### src/rtl/async_fifo.sv
// async_fifo: single-clock FIFO using the dual-pointer Gray-code structure of
// the clock-crossing FIFO. Each side compares against the other side's Gray
// pointer after a SYNC_STAGES flop synchronizer. That makes full/empty
// conservative, with a fixed latency.
// rdata is first-word fall-through: it always shows the head-of-queue word.
// Optional macro ASYNC_FIFO_LEVEL_EN adds the wlevel/rlevel occupancy outputs.
module async_fifo #(
    parameter int DATA_WIDTH  = 32,
    parameter int ADDR_WIDTH  = 4,
    parameter int SYNC_STAGES = 2
) (
    input  logic                  clk,
    input  logic                  rst_n,
    input  logic                  wpush,
    input  logic [DATA_WIDTH-1:0] wdata,
    output logic                  wfull,
    input  logic                  rpull,
    output logic [DATA_WIDTH-1:0] rdata,
    output logic                  rempty
`ifdef ASYNC_FIFO_LEVEL_EN
    ,
    output logic [ADDR_WIDTH:0]   wlevel,
    output logic [ADDR_WIDTH:0]   rlevel
`endif
);

    localparam int MEMORY_DEPTH = 1 << ADDR_WIDTH;
    localparam int PW           = ADDR_WIDTH + 1;

    // A pointer is full when it matches the read pointer with its top two
    // Gray bits inverted. That is the Gray form of "one lap ahead".
    localparam logic [PW-1:0] FULL_MASK = {2'b11, {(PW-2){1'b0}}};

    function automatic logic [PW-1:0] bin2gray(input logic [PW-1:0] b);
        return b ^ (b >> 1);
    endfunction

    logic [DATA_WIDTH-1:0] mem [MEMORY_DEPTH];

    logic [PW-1:0] wbin, wgray, wbin_next, wgray_next;
    logic [PW-1:0] rbin, rgray, rbin_next, rgray_next;
    logic          wfull_next, rempty_next;

    // Synchronizer chains. Stage 0 samples the opposite side's Gray pointer.
    logic [PW-1:0] wq_sync [SYNC_STAGES];
    logic [PW-1:0] rq_sync [SYNC_STAGES];
    logic [PW-1:0] wq_gray, rq_gray;

    assign wq_gray = wq_sync[SYNC_STAGES-1];
    assign rq_gray = rq_sync[SYNC_STAGES-1];

    // Write side: next pointer and full flag. Only wfull gates a push.
    always_comb begin
        // NOTE: every always_comb output gets a default first, so no path leaves it unassigned and no latch is inferred.
        wbin_next  = wbin;
        if (wpush && !wfull)
            wbin_next = wbin + PW'(1);
        wgray_next = bin2gray(wbin_next);
        wfull_next = (wgray_next == (rq_gray ^ FULL_MASK));
    end

    // Read side: next pointer and empty flag. Only rempty gates a pop.
    always_comb begin
        rbin_next = rbin;
        if (rpull && !rempty)
            rbin_next = rbin + PW'(1);
        rgray_next  = bin2gray(rbin_next);
        rempty_next = (rgray_next == wq_gray);
    end

    // Write pointer and full flag registers.
    always_ff @(posedge clk or negedge rst_n) begin
        if (!rst_n) begin
            // NOTE: sequential state uses non-blocking assignments, so every flop samples pre-edge values.
            wbin  <= '0;
            wgray <= '0;
            wfull <= 1'b0;
        end else begin
            wbin  <= wbin_next;
            wgray <= wgray_next;
            wfull <= wfull_next;
        end
    end

    // Read pointer and empty flag registers. rempty comes out of reset set.
    always_ff @(posedge clk or negedge rst_n) begin
        if (!rst_n) begin
            rbin   <= '0;
            rgray  <= '0;
            rempty <= 1'b1;
        end else begin
            rbin   <= rbin_next;
            rgray  <= rgray_next;
            rempty <= rempty_next;
        end
    end

    // Pointer synchronizers. Only Gray-coded pointers cross between the sides.
    always_ff @(posedge clk or negedge rst_n) begin
        if (!rst_n) begin
            for (int i = 0; i < SYNC_STAGES; i++) begin
                wq_sync[i] <= '0;
                rq_sync[i] <= '0;
            end
        end else begin
            wq_sync[0] <= wgray;
            rq_sync[0] <= rgray;
            for (int i = 1; i < SYNC_STAGES; i++) begin
                wq_sync[i] <= wq_sync[i-1];
                rq_sync[i] <= rq_sync[i-1];
            end
        end
    end

    // Storage write port.
    always_ff @(posedge clk) begin
        // NOTE: the memory array has no reset. Empty/full keep stale words from being observed, and a reset would block RAM inference.
        if (wpush && !wfull)
            mem[wbin[ADDR_WIDTH-1:0]] <= wdata;
    end

    // First-word fall-through read port.
    assign rdata = mem[rbin[ADDR_WIDTH-1:0]];

`ifdef ASYNC_FIFO_LEVEL_EN
    function automatic logic [PW-1:0] gray2bin(input logic [PW-1:0] g);
        logic [PW-1:0] b;
        b[PW-1] = g[PW-1];
        for (int i = PW - 2; i >= 0; i--)
            b[i] = b[i+1] ^ g[i];
        return b;
    endfunction

    // Occupancy as each side sees it. It is conservative in the same way as the flags.
    assign wlevel = wbin - gray2bin(rq_gray);
    assign rlevel = gray2bin(wq_gray) - rbin;
`endif

endmodule

### config.mk
export PLATFORM = sky130hd
export DESIGN_NAME = async_fifo
export DESIGN_NICKNAME = d
export VERILOG_FILES = /design/src/rtl/async_fifo.sv
export SDC_FILE = /design/constraint.sdc
export NUM_CORES = 1
export LEC_CHECK = 0
export ABC_CLOCK_PERIOD_IN_PS = 3780
export BUFFER_PORTS_ARGS = -buffer_cell sky130_fd_sc_hd__buf_2
export CORE_ASPECT_RATIO = 0.75
export CORE_MARGIN = 4
export CORE_UTILIZATION = 34
export CTS_CLUSTER_SIZE = 16
export DETAILED_ROUTE_END_ITERATION = 8
export PLACE_DENSITY = 0.59
export RECOVER_POWER = 100
export REMOVE_ABC_BUFFERS = 1
export SETUP_SLACK_MARGIN = 0.3
export SYNTH_ARGS = -nofsm -noshare
export SYNTH_HDL_FRONTEND = slang
export SYNTH_SLANG_ARGS = --single-unit
### constraint.sdc
create_clock -name clk -period 3.78 [get_ports clk]
set_clock_uncertainty 0.05 [all_clocks]
set_input_delay 0.378 -clock clk [delete_from_list [all_inputs] [get_ports clk]]
set_output_delay 0.378 -clock clk [all_outputs]
set_load 0.01 [all_outputs]
==> results.md <==
- Relative slew slack: -0.4380
- Starting Density: 0.3438
- GR Overflow Total: 0
- Avg Inst Size Synth: approximately 22 µm²
- Post-cts resize count: 0
- Vias in the first global route: just over 10000
- Total vias in the final route: just under 10000
- Fillers: 5486
- Max-slew violation count: between 50 and 60
- Fin nets: approximately 1100
- Placer Congestion: ~0.7
- Iter 0 DRT Violations: slightly below 900
- Status: complete, but fails checks
- P per Cell Area: between 700 and 800 nW/µm²
- Worst EP required: 3.35 ns
- DP Cell Count: approximately 1800
- DRC Markers: 0
- CTS buffer count: 52
- Clock Path Buffers: 3
- First-pass GRT wire length: between 60000 and 70000 µm
- Synth warn: 0
- Synth Instances: 957
- CTS tree: yes
- Main combinational cell family by area after synthesis: multiplexers
- Antenna-violating nets left: 0
- Die W: 297.5 µm
- Mux cell area share after synthesis: 0.1508
- # rows: 79
- IO Port Bufs: between 60 and 70
- Fmax: slightly below 0.3 GHz
- Post-synthesis sequential area ratio: 0.7662
- Leakage: 7.794 nW
- Total GRT Usage: 0.1364
- Main flop type after synthesis: edfxtp_1
- Tightest Pin Transition: 2.157 ns
- Fin crit share: 0.9062
- Crit path time final: 3.426 ns
- Die area: 66990 µm²
- RSZ-0062 raised after global routing: no
- Critical Path AT: about 3 ns
- Final Util: 0.3927
- Max-Cap Viols: 3
- H-tree level count: 2
- Ports: 70
- Multi-input gate area: between 4000 and 5000 µm²
- Root buffer cell: clkbuf_16
- Die height: approximately 230 µm
- Pin count of the biggest net entering global routing: 52
- Final Hold Viols: 0
- Setup violations, final: 0
- Min-delay worst type: in2reg
- Hold WS: 0.06447 ns
- Final non-filler cell total: between 1500 and 2000
- DR WL/cell: approximately 23 µm
- Synthesized flop and latch total: about 550
- Synth cell types: 38
- Latest clock arrival within the worst-skew pair: ~0.60 ns
- Ys async rst share: 0.07246
- CTS sink count: ~550
- Setup crit start kind: flip-flop
- Simple-Gate Fraction of Synth Area: 0.02019
- Failing checks: capacitance limit, slew limit
- VDD IR max: approximately 0.4 mV
- Number of synthesized flops with an enable pin: between 500 and 600
- Critical path, cell by cell: clkbuf_2 > mux4_2 > mux2i_1 > a21oi_1 > clkbuf_1
- Synthesized cell area: about 21000 µm²
- Area Growth Syn to Fin: 14.22%
- Top delay family on crit path: flip-flops
- Slowest library cell on the worst path: dfrtp_4
- Synthesized-area fraction occupied by adder cells: 0.002927
- Worst Setup End Kind: output pin
- DR pass1 iterations: 5
- Max incr delay on CP: approximately 0.96 ns
- Core footprint: between 60000 and 70000 µm²
- Area fraction in compound gates after synthesis: 0.02810
- Xor and xnor fraction of the mapped netlist area: 0.01639
- Register Area: around 16000 µm²
- Layout cells sized above 1: 0.2650
- Critical Path Fanout Max: a little over 50
- Buf+Inv Stages, Crit Path: 2
- Clock transition at path regs: roughly 0.070 ns
- Via-to-Cell Ratio: around 5
- Post-DP HPWL: around 24000 µm
- WS Path Type: reg2out
- Post-Route WL: 45270 µm
- Initial antenna violation count: 4
==> final timing paths <==
| path | start | to | slack, ns | cells past startpoint |
|---|---|---|---|---|
| max | rbin[1] | rdata[28] | 0.35 | 5 |
| min | wpush | wbin[1] | 0.06 | 3 |
| max reg2reg | wfull | mem[8][23] | 0.40 | 4 |
| min reg2reg | wgray[3] | wq_sync[8] | 0.30 | 0 |
| max in group asynchronous | rst_n | rbin[0] | 1.25 | 2 |
| min in group asynchronous | rst_n | rq_gray[2] | 0.90 | 2 |
==> cells in the final DEF (no fill, tap or decap), types with 7 or more instances in the layout <==
| master | n |
|---|---|
| a211oi_1 | 8 |
| a211oi_2 | 24 |
| a21oi_1 | 34 |
| buf_2 | 16 |
| buf_4 | 16 |
| clkbuf_1 | 68 |
| clkbuf_16 | 52 |
| clkbuf_2 | 17 |
| clkinv_1 | 11 |
| clkinv_2 | 14 |
| dfrtp_1 | 35 |
| edfxtp_1 | 512 |
| inv_1 | 7 |
| mux2i_1 | 34 |
| mux4_2 | 128 |
| nand2_1 | 11 |
| nor2_4 | 7 |
| nor2b_1 | 34 |
| xnor2_1 | 16 |
| xnor3_1 | 7 |
==> layout make-up <==
type	instances	share of cell area
Timing Repair Buffer	113	0.02690
Multi-Input combinational cell	348	0.1932
Inverter	7	0.001076
Antenna cell	3	0.0003075
Tap cell	810	0.04151
Clock inverter	32	0.01045
Sequential cell	552	0.6713
Clock buffer	65	0.05529
==> power breakdown <==
group          total (mW)  switching, mW  internal, mW
logic                5.58           2.91          2.67
registers            8.12          0.586          7.53
clock network        4.98           2.23          2.75
total                18.7           5.73          13.0
==> registers in the layout (all words and copies together), names as in the netlist, 5 cells and up <==
| name | cells |
|---|---|
| rq_sync | 5 |
| wq_sync | 5 |
| mem | 512 |
| rq_gray | 5 |
| rbin | 5 |
| wbin | 5 |
| wq_gray | 5 |
==> metrics by stage <==
step           setup TNS [ns]  power [mW]  setup WS [ns]  area [µm²]
2_1_floorplan         -117.97       12.04         -2.954       21070
6_report                    0       18.68         0.3544       24420
3_3_place_gp                0       14.00         0.9700       22960
3_5_place_dp                0       14.06         0.9972       22960
4_1_cts                     0       19.10         0.3453       24570
5_1_grt                     0       19.73         0.1711       24410
==> worst min-delay path: stages <==
cell and delay [ns]:
buf_2 0.11, nand3b_1 0.09, o21ai_0 0.09
==> Yosys cell counts, types with 2 or more instances <==
library cell / count / area, µm²
a21o_1: 2 / 15.01
nand3b_1: 4 / 30.03
a31oi_1: 2 / 12.51
nor3_1: 6 / 30.03
a211oi_2: 24 / 300.3
mux2i_1: 34 / 340.3
buf_1: 4 / 15.01
nor2_1: 13 / 48.80
mux4_2: 128 / 2883
xnor2_1: 16 / 140.1
nor2b_1: 34 / 212.7
a211oi_1: 8 / 60.06
nand4_1: 2 / 12.51
clkbuf_1: 10 / 37.54
a21oi_1: 34 / 170.2
xor2_1: 6 / 52.55
ha_1: 5 / 62.56
nand2_1: 11 / 41.29
dfrtp_1: 39 / 975.9
buf_2: 21 / 105.1
buf_4: 6 / 45.04
buf_6: 9 / 101.4
inv_1: 7 / 26.28
xnor3_1: 7 / 157.7
edfxtp_1: 512 / 15370
==> kinds of logic after synthesis <==
logic type,count (synthesis)
buffers and inverters,57
AO/OA/AOI/OAI,75
adder cells (fa/ha/maj),5
AND/OR/NAND/NOR,77
multiplexers,162
XOR/XNOR,29
flip-flops,552
==> layer usage <==
layer,track usage,up-vias,part of all wire
met5,0,-,0.00027
met4,0.03469,2,0.016
met3,0.02899,57,0.055
met2,0.2184,206,0.47
met1,0.1924,5138,0.46
li1,-,4207,-
==> what timing repair did <==
item / in CTS / in global routing
endpoints found under the setup margin: 0 / 7
hold endpoints to repair: 39 / 0
hold buffers: 1 / 0
setup buffers: 0 / 1
(Power assumes the default switching activity.)
